==> src/rtl/dmem_arb_pkg.sv <==
// dmem_arb_pkg
//   Shared definitions for the data-memory arbiter: FSM state encoding,
//   default address/data widths and the requester identifiers used by the
//   round-robin picker and the last-grant register.
package dmem_arb_pkg;

    localparam int ADDR_W_DEF = 12;
    localparam int DATA_W_DEF = 32;

    typedef enum logic [1:0] {
        IDLE    = 2'd0,
        GNT_CPU = 2'd1,
        GNT_VGA = 2'd2
    } state_t;

    // Requester identifiers (one bit: only two requesters exist).
    localparam logic REQ_CPU = 1'b0;
    localparam logic REQ_VGA = 1'b1;

endpackage

==> src/rtl/dmem_arbiter_rr_arbiter2.sv <==
// rr_arbiter2
//   Two-input round-robin picker with its own last-grant register.
//   pick_id names the requester that should win when arbitration happens in
//   IDLE; on a tie the requester NOT recorded in last_grant wins.
//   Optional feature: macro DMEM_ARB_VGA_PRIO_EN makes every tie go to VGA
//   (the last-grant register is still maintained and exported).
//
// Ports
//   clk, reset        clock, asynchronous active-low reset
//   req_cpu, req_vga  raw request lines
//   upd_en, upd_id    record upd_id as last grant at the next edge
//   pick_id           winning requester for the current requests
//   last_grant        registered last-granted requester (resets to VGA)
module rr_arbiter2
    import dmem_arb_pkg::*;
(
    input  logic clk,
    input  logic reset,
    input  logic req_cpu,
    input  logic req_vga,
    input  logic upd_en,
    input  logic upd_id,
    output logic pick_id,
    output logic last_grant
);

    always_ff @(posedge clk or negedge reset) begin
        if (!reset) begin
            last_grant <= REQ_VGA;
        end else if (upd_en) begin
            last_grant <= upd_id;
        end
    end

    always_comb begin
        pick_id = REQ_CPU;
        if (req_cpu && req_vga) begin
`ifdef DMEM_ARB_VGA_PRIO_EN
            pick_id = REQ_VGA;
`else
            pick_id = (last_grant == REQ_CPU) ? REQ_VGA : REQ_CPU;
`endif
        end else if (req_vga) begin
            pick_id = REQ_VGA;
        end
    end

endmodule

==> src/rtl/dmem_arbiter.sv <==
// dmem_arbiter
//   Arbitrates a single-port data memory (1-cycle synchronous read) between
//   the processor and the display reader.
//   Optional feature: macro DMEM_ARB_VGA_PRIO_EN (ties always go to VGA).
//
// Handshake: a requester raises x_req with its address (and write data) and
//   holds them stable until it sees x_gnt. x_gnt is high for exactly one
//   cycle; that cycle is the memory access. The request level seen during the
//   grant cycle belongs to the transaction being granted, so a new request
//   from the same requester is considered only after it. Read data comes back
//   on x_rvalid/x_rdata one cycle after the grant; x_rdata holds afterwards.
//
// Ports
//   clk, reset                                 clock, async active-low reset
//   cpu_req/cpu_we/cpu_addr/cpu_wdata          processor request
//   cpu_gnt/cpu_stall/cpu_rvalid/cpu_rdata     processor grant, stall, read return
//   vga_req/vga_addr                           display read request
//   vga_gnt/vga_rvalid/vga_rdata               display grant and read return
//   mem_addr/mem_wren/mem_data/mem_q           memory port
//   dbg_state/dbg_last_grant                   FSM state and last grant, for observation
module dmem_arbiter
    import dmem_arb_pkg::*;
#(
    parameter int ADDR_W = ADDR_W_DEF,
    parameter int DATA_W = DATA_W_DEF
) (
    input  logic              clk,
    input  logic              reset,
    input  logic              cpu_req,
    input  logic              cpu_we,
    input  logic [ADDR_W-1:0] cpu_addr,
    input  logic [DATA_W-1:0] cpu_wdata,
    output logic              cpu_gnt,
    output logic              cpu_stall,
    output logic              cpu_rvalid,
    output logic [DATA_W-1:0] cpu_rdata,
    input  logic              vga_req,
    input  logic [ADDR_W-1:0] vga_addr,
    output logic              vga_gnt,
    output logic              vga_rvalid,
    output logic [DATA_W-1:0] vga_rdata,
    output logic [ADDR_W-1:0] mem_addr,
    output logic              mem_wren,
    output logic [DATA_W-1:0] mem_data,
    input  logic [DATA_W-1:0] mem_q,
    output state_t            dbg_state,
    output logic              dbg_last_grant
);

    state_t            state;
    state_t            state_nxt;
    logic              pick_id;
    logic              last_grant;
    logic              rr_upd_en;
    logic              rr_upd_id;
    logic [DATA_W-1:0] cpu_rdata_q;
    logic [DATA_W-1:0] vga_rdata_q;

    assign rr_upd_en = (state != IDLE);
    assign rr_upd_id = (state == GNT_VGA) ? REQ_VGA : REQ_CPU;

    rr_arbiter2 u_rr (
        .clk        (clk),
        .reset      (reset),
        .req_cpu    (cpu_req),
        .req_vga    (vga_req),
        .upd_en     (rr_upd_en),
        .upd_id     (rr_upd_id),
        .pick_id    (pick_id),
        .last_grant (last_grant)
    );

    // Leaving a grant state only looks at the other requester: the granted
    // one's req is still up for the transaction just served. This also
    // bounds the display wait to two cycles behind a continuous CPU stream.
    always_comb begin
        state_nxt = IDLE;
        case (state)
            IDLE: begin
                if (cpu_req || vga_req) begin
                    state_nxt = (pick_id == REQ_VGA) ? GNT_VGA : GNT_CPU;
                end
            end
            GNT_CPU: state_nxt = vga_req ? GNT_VGA : IDLE;
            GNT_VGA: state_nxt = cpu_req ? GNT_CPU : IDLE;
            default: state_nxt = IDLE;
        endcase
    end

    // FSM plus read-return pipeline. Clearing the return flags on reset
    // drops any read whose data was still in flight.
    always_ff @(posedge clk or negedge reset) begin
        if (!reset) begin
            state       <= IDLE;
            cpu_rvalid  <= 1'b0;
            vga_rvalid  <= 1'b0;
            cpu_rdata_q <= '0;
            vga_rdata_q <= '0;
        end else begin
            state      <= state_nxt;
            cpu_rvalid <= (state == GNT_CPU) && cpu_req && !cpu_we;
            vga_rvalid <= (state == GNT_VGA);
            if (cpu_rvalid) begin
                cpu_rdata_q <= mem_q;
            end
            if (vga_rvalid) begin
                vga_rdata_q <= mem_q;
            end
        end
    end

    // mem_q is only valid in the return cycle, so pass it through then and
    // show the captured copy at all other times.
    assign cpu_rdata = cpu_rvalid ? mem_q : cpu_rdata_q;
    assign vga_rdata = vga_rvalid ? mem_q : vga_rdata_q;

    assign cpu_gnt   = (state == GNT_CPU);
    assign vga_gnt   = (state == GNT_VGA);
    assign cpu_stall = cpu_req && !cpu_gnt;

    always_comb begin
        mem_addr = '0;
        mem_data = '0;
        mem_wren = 1'b0;
        case (state)
            GNT_CPU: begin
                mem_addr = cpu_addr;
                mem_data = cpu_req ? cpu_wdata : '0;
                mem_wren = cpu_req && cpu_we;
            end
            GNT_VGA: begin
                mem_addr = vga_addr;
            end
            default: begin
                mem_addr = '0;
            end
        endcase
    end

    assign dbg_state      = state;
    assign dbg_last_grant = last_grant;

endmodule

==> config.mk <==
export PLATFORM = sky130hd
export DESIGN_NAME = dmem_arbiter
export DESIGN_NICKNAME = d
export VERILOG_FILES = /design/src/rtl/dmem_arb_pkg.sv /design/src/rtl/dmem_arbiter_rr_arbiter2.sv /design/src/rtl/dmem_arbiter.sv
export SDC_FILE = /design/constraint.sdc
export NUM_CORES = 1
export LEC_CHECK = 0
export BUFFER_PORTS_ARGS = -buffer_cell sky130_fd_sc_hd__buf_2
export CAP_MARGIN = 25
export CELL_PAD_IN_SITES_DETAIL_PLACEMENT = 0
export CELL_PAD_IN_SITES_GLOBAL_PLACEMENT = 1
export CORE_MARGIN = 4
export CORE_UTILIZATION = 33
export CTS_CLUSTER_SIZE = 25
export DETAILED_ROUTE_END_ITERATION = 12
export GPL_ROUTABILITY_DRIVEN = 0
export MAX_ROUTING_LAYER = met4
export PLACE_DENSITY = 0.81
export SKIP_CTS_REPAIR_TIMING = 1
export SYNTH_ARGS = -nofsm -noshare
export SYNTH_HDL_FRONTEND = slang
export SYNTH_SLANG_ARGS = --single-unit
==> constraint.sdc <==
create_clock -name clk -period 3.63 [get_ports clk]
set_input_delay 0.5445 -clock clk [delete_from_list [all_inputs] [get_ports clk]]
set_output_delay 0.5445 -clock clk [all_outputs]
set_load 0.01 [all_outputs]
Word level (Yosys, flattened, before mapping):

Cells that the tools add are included.

* latch bits: 0
* ROM bits: 0
* output and inout bits: 117
* register bits: 69
* memories kept: 0
* memory bits (writable): 0
* word-level logic and storage cells: 33
* input port bits: 93

* shift-type cells: 0
* $mul: 0
* bitwise operators: 0
* div/mod/pow operators: 0
* magnitude comparators: 0
* add/subtract/negate cells: 0
* muxes and demuxes: 15
* equal/unequal tests: 2
* reductions and logical operators: 10

Operators with widths (count)
* 32-bit two-way mux: 4
* 12-bit one-hot mux with 2 select lines: 1
* 1-bit two-way mux: 6
* 2-bit two-way mux: 3
* 2-bit one-hot mux with 3 select lines: 1
* 1-bit logical AND: 5
* 2-bit by 1-bit == test with 1-bit output (second input constant): 1
* 2-bit == test (second input constant): 1
* 1-bit logical NOT: 2
* 2-bit logical NOT: 1
* 2-bit nonzero test: 1
* 1-bit logical OR: 1

Depth between registers and ports, before layout:

Gate-level depths: netlist (run 1).

* depth after elaboration: 5
* gate-level depth with buffers: 5
* gate-level depth less buffers: 4

Modules after synthesis:

A second synthesis (run 1) with hierarchy kept.

* cell total of the unflattened synthesis: 228
* area total of the unflattened synthesis: 3388.2 um^2

By module, submodules not included
* dmem_arbiter: cells an instance 225, instances 1, area an instance 3339.5 um^2, seq. area each 1701.6 um^2
* rr_arbiter2: cells an instance 3, instances 1, area an instance 48.8 um^2, seq. area each 26.3 um^2

Worst setup path before layout (run 1):

OpenSTA, ideal clock, no wires.

* kind: reg-to-output
* start: reg state[1] (netlist: dbg_state[1])
* end: out mem_data[10]
* buffers on the path: 2
* arrival: 1.283 ns
* path slack: 1.802 ns
* data required time: 3.086 ns
* stages on the path, launching flop included: 6
* cells stage by stage: dfrtp_1 -> inv_1 -> ha_1 -> clkbuf_2 -> buf_2 -> and3_1

* longest elaborated chain between the ends: 2

RTL lines
* from (decl): RTL line dmem_arbiter.sv:50 `state_t state;`
* from (signal assigned): RTL line dmem_arbiter.sv:100 `state <= state_nxt;`
* 2-bit by 1-bit == test with 1-bit output
* net cpu_gnt: RTL line dmem_arbiter.sv:33 `output logic cpu_gnt,`
* 32-bit two-way mux: RTL line dmem_arbiter.sv:125 `case (state)`
* to (decl): RTL line dmem_arbiter.sv:44 `output logic [DATA_W-1:0] mem_data,`

The timed path passes the listed nets, and every way through them passes these cells.

Worst setup path in the final report (run 1):

* start: reg state[1] (netlist: dbg_state[1])
* end: out mem_data[0]

* longest elaborated chain between the ends: 2

RTL lines (RTL line)
* 2-bit by 1-bit == test with 1-bit output: dmem_arbiter.sv:125
* 32-bit two-way mux: dmem_arbiter.sv:125

Every way passes these cells.

==> results of run 1 <==
per-layer routing:
metal | vias to the layer above | GRT usage | share of wire
met5 | - | - | 0
met2 | 104 | 0.261 | 0.49
li1 | 1205 | - | -
met4 | 0 | 0.0366 | 0.0067
met3 | 6 | 0.0521 | 0.069
met1 | 1234 | 0.198 | 0.44
kinds of logic (layout without fill, tap and decap cells):
logic type | after synthesis | in the layout
simple gates | 51 | 51
mux | 65 | 65
fa+ha+maj | 4 | 4
buf+inv | 21 | 232
compound gates | 14 | 14
flops | 69 | 69
critical path, stage by stage (launching register included):
cell     delay [ps]
dfrtp_1         410
inv_1            90
ha_1            610
buf_4           350
and3_1          180
buf_2           130
through the flow:
step,total power [uW],std cells,util,worst slack (ps)
finish,3690,564,0.479,971
CTS,3750,564,0.479,958
detailed placement,3150,549,0.459,1330
floorplan,2450,224,-,1800
global placement,3110,549,0.459,1430
global route,3960,564,0.479,794
area by class of cell:
| class | count | area (um^2) |
|---|---|---|
| multi-input combinational | 134 | 1250 |
| fill | 876 | 4820 |
| timing repair buffer | 214 | 1100 |
| clock inverter | 5 | 52.6 |
| clock buffer | 10 | 128 |
| tap | 129 | 161 |
| inverter | 3 | 11.3 |
| sequential | 69 | 1730 |
registers in the layout (all words and copies together), names as in the netlist:
register and count:
cpu_rdata_q 32, vga_rdata_q 32, dbg_state 2, cpu_rvalid 1, u_rr.last_grant 1, vga_rvalid 1
how the worst max path moves through the flow:
stage,endpoint,slack (ps)
floorplan,mem_data[10],1800
global placement,mem_wren,1430
detailed placement,mem_data[25],1330
CTS,mem_data[25],960
global route,mem_data[24],790
finish,mem_data[0],970
power by group through the flow:
stage                     clock [uW]  sequential [uW]  combinational, uW
after CTS                        607             1270               1870
after global placement             0             1270               1840
after global routing             643             1310               2010
after floorplan                    0             1240               1210
final                            581             1270               1840
after detailed placement           0             1290               1870
cell usage in the layout, fill, tap and decap left out, drive strengths merged:
cell,count
inv,3
dfrtp,68
bufinv,1
clkinv,3
nor3b,1
o211a,1
clkbuf,10
nor2,2
a22oi,12
ha,4
a21boi,1
dfstp,1
nor4b,1
buf,214
and3,33
nand2,1
mux2,65
nor2b,13
clkinvlp,1
==> results.toml, run 1 <==
[outcome]
outcome = "completed"

[routing]
drtAntennaViolNets = 0
dr.pass1.iters = 4
drt_iter0_drc = 68
remaining_drc_errors = 0
drt_wl_total_mm = 8.91
vias_per_cell = 4.52
num_vias = 2549
avgRoutedWirePerCell_um = 15.8

[logic_synthesis]
synth-edff-count = 0
yosys.area_share.simple = 0.104
post-synth-top-count-cell = "dfrtp_1"
syn_inst = 224
synthMuxAreaShare = 0.245
synth-async-reset-ratio = 1.00
yosys_warnings = 0
synth_ff_type = "dfrtp_1"
synth_seq_area_share = 0.553
synth_common_cells = "dfrtp_1 (68), mux2_2 (56), and3_1 (33)"
synth_compound_area_frac = 0.0344
synth_area_um2 = 3130
synth_fp_nets = 321
synth-xor-area-share = 0
synth_top_family_by_area = "multiplexers"
ys_types = 20
synth_top_area_share = 0.544
ys_top_cells_by_area = "dfrtp_1 (54%), mux2_2 (20%), and3_1 (6.6%)"
synthAdderAreaFrac = 0.0160
syn_area_per_cell_um2 = 14.0
synth_top_cell_by_area = "dfrtp_1"
synth_seq_cells = 69

[grt]
grt_pass1_vias = 2772
track_usage = 0.162
grt-ovfl-total = 0
grt_max_degree = 38
antenna_found_initial = 0
grt_first_pass_wirelength_mm = 13.9

[die]
core_region_area_um2 = 9240
dieArea_um2 = 11100
io_pins = 210
rows = 35
fp.dieW_um = 105
die_y_um = 105
start_util = 0.338

[cells_and_area]
fin_area_um2 = 4420
drive_above_1_share = 0.680
final_nets = 528
area_delta_synth_final_pct = 41.5
antennaDiodeCount = 0

[power]
comb_power_share = 0.499
power_frac_clock = 0.158
switching_power_uw = 1330
p_seq_frac = 0.343
power_leakage_uw = 0.00243
swShare = 0.360
power_per_cell_area_nw_per_um2 = 834
max-vdd-ir-drop_uv = 376
p_int_uw = 2360

[clocking]
clk_latency_ps = 330
cts_root_buf = "clkbuf_8"
cts_buffer_depth = 2
cts_sinks = 69
cts_max_level = 3
clkTransAtPathRegs_ps = 70
cts_tree = "done"
numCtsBuffers = 9

[setup_path]
crit_path_max_fanout = 26
crit_path_end_kind = "primary output"
reg2reg_depth = 5
reg2reg_setup_slack_ps = 1920
timing.rr.end = "cpu_rvalid"
crit_required_ps = 3090
crit_path_start_kind = "register"
worstSetupPathType = "register to primary output"
cp-startpoint = "dbg_state[1]"
regToRegStartpoint = "dbg_state[1]"
arrival_ps = 2110

[placed_design]
place_area_um2 = 4240
io_buffers = 209
dp_hpwl_mm = 6.88

[timing]
rsz0062_at_grt = "no"
tightest_slew_ps = 740
final_max_slew_viol_count = 0
timing.final.crit_share = 0.733
finalHoldViolations = 0
fin_tns_setup_ps = 0
max_freq_mhz = 376
skew_ps = 5.96
finalSetupViolCount = 0
whs_ps = 143
fin_crit_ps = 2660
slew_headroom = 0.507

[min_path]
hp-class = "primary input to async pin"

[flow_run]
drv_cap = 0
(Power assumes the default switching activity.)
==> run 2: changes to the inputs <==
--- a/config.mk
+++ b/config.mk
@@ -10,12 +10,12 @@
 export CELL_PAD_IN_SITES_DETAIL_PLACEMENT = 0
 export CELL_PAD_IN_SITES_GLOBAL_PLACEMENT = 1
 export CORE_MARGIN = 4
-export CORE_UTILIZATION = 33
+export CORE_UTILIZATION = 31
 export CTS_CLUSTER_SIZE = 25
 export DETAILED_ROUTE_END_ITERATION = 12
 export GPL_ROUTABILITY_DRIVEN = 0
 export MAX_ROUTING_LAYER = met4
-export PLACE_DENSITY = 0.81
+export PLACE_DENSITY = 0.76
 export SKIP_CTS_REPAIR_TIMING = 1
 export SYNTH_ARGS = -nofsm -noshare
 export SYNTH_HDL_FRONTEND = slang
==> constraint.sdc (replaced) <==
create_clock -name clk -period 2.75 [get_ports clk]
set_input_delay 0.4125 -clock clk [delete_from_list [all_inputs] [get_ports clk]]
set_output_delay 0.4125 -clock clk [all_outputs]
set_load 0.01 [all_outputs]
==> results.toml, run 2 (synthesized netlist as in run 1, its figures left out) <==
[setup_path]
worstSetupPathType = "register to primary output"
timing.rr.end = "dbg_state[0]"
reg2reg_setup_slack_ps = 1190
crit_path_max_fanout = 17
arrival_ps = 1890
regToRegStartpoint = "dbg_state[0]"
crit_path_end_kind = "primary output"
crit_path_start_kind = "register"
crit_required_ps = 2340
reg2reg_depth = 4

[cells_and_area]
final_nets = 529
area_delta_synth_final_pct = 43.6
nFillCells = 980
antennaDiodeCount = 0
instances_no_fill = 570
drive_above_1_share = 0.684
final_cell_mix = "buf_2 (209), dfrtp_1 (68), mux2_2 (56)"
final_common_cell = "buf_2"

[routing]
num_vias = 2550
vias_per_cell = 4.47
remaining_drc_errors = 0
avgRoutedWirePerCell_um = 16.2
drtAntennaViolNets = 0
dr.pass1.iters = 3
drt_wl_total_mm = 9.25
drt_iter0_drc = 59

[grt]
antenna_found_initial = 0
grt_use_met3 = 0.0537
grt_first_pass_wirelength_mm = 13.9
track_usage = 0.160
grt-ovfl-total = 0
grt_pass1_vias = 2780
grt_busiest_layer = "met2"
grt_use_met2 = 0.289
grt_max_degree = 38
grtUsageMet1 = 0.166

[timing]
max_freq_mhz = 435
tightest_slew_ps = 784
slew_headroom = 0.478
finalHoldViolations = 0
fin_tns_setup_ps = 0
rsz0062_at_grt = "no"
final_max_slew_viol_count = 0
skew_ps = 8.47
timing.final.crit_share = 0.836
fin_crit_ps = 2300
finalSetupViolCount = 0

[clocking]
cts_sinks = 69
clkTransAtPathRegs_ps = 80
numCtsBuffers = 9
cts_tree = "done"
clk_latency_ps = 340
cts_buffer_depth = 2
cts_max_level = 3
cts_root_buf = "clkbuf_8"

[power]
power_leakage_uw = 0.00246
max-vdd-ir-drop_uv = 390
power_per_cell_area_nw_per_um2 = 1120

[flow_run]
drv_cap = 0

[placed_design]
dp_hpwl_mm = 7.17
io_buffers = 209
dp.cells = 554

[min_path]
hp-class = "primary input to async pin"

[outcome]
outcome = "completed"

[die]
rows = 36
io_pins = 210
die_y_um = 108
start_util = 0.318
core_region_area_um2 = 9820
fp.dieW_um = 108
dieArea_um2 = 11800
run 2: changes by cell type in the layout (fill, tap and decap cells not counted), sizes merged:
| cell | before | now |
|---|---|---|
| clkbuf | 10 | 12 |
| buf | 214 | 215 |
| clkinv | 3 | 2 |
run 2: where the power goes:
group | total [uW] | switching (uW) | leakage (uW) | internal [uW]
registers | 1660 | 143 | 0.000828 | 1510
logic | 2480 | 1270 | 0.00152 | 1210
clock network | 880 | 384 | 0.000109 | 496
run 2: worst max path at each step:
| stage | startpoint | end | slack [ps] |
|---|---|---|---|
| final | dbg_state[0] | mem_addr[4] | 450 |
| after global routing | dbg_state[0] | mem_addr[8] | 290 |
| after CTS | dbg_state[0] | mem_addr[8] | 420 |
| after detailed placement | dbg_state[0] | mem_addr[4] | 810 |
| after global placement | dbg_state[0] | mem_addr[8] | 860 |
| after floorplan | dbg_state[1] | mem_data[10] | 1050 |
run 2: worst max-delay path, cell delays in order (launching register included):
cell,delay (ps)
dfrtp_1,420
inv_1,90
ha_1,580
a22oi_1,150
nor2b_1,160
buf_2,140
run 2: cell type report:
type	count	area [um^2]	share of cell area
inverters	3	11.3	0.00251
repair buffers	215	1120	0.249
clock buffers	12	165	0.0368
multi-input cells	134	1250	0.278
clock inverters	4	55.1	0.0123
well taps	133	166	0.0371
flip-flops and latches	69	1730	0.385
run 2: stage by stage:
stage | setup WS [ps] | utilization | power [uW] | area (um^2) | hold slack, ps
after CTS | 417 | 0.457 | 5130 | 4490 | 163
after floorplan | 1050 | - | 3240 | 3130 | 117
after global routing | 292 | 0.457 | 5380 | 4490 | 189
after detailed placement | 811 | 0.435 | 4220 | 4270 | 479
after global placement | 864 | 0.435 | 4140 | 4270 | 474
final | 452 | 0.457 | 5020 | 4490 | 142
run 2: routing by layer:
metal  part of all wire  up-vias
li1                   -     1207
met5                  0        -
met4             0.0082        0
met1               0.37     1219
met3              0.076        8
met2               0.55      116
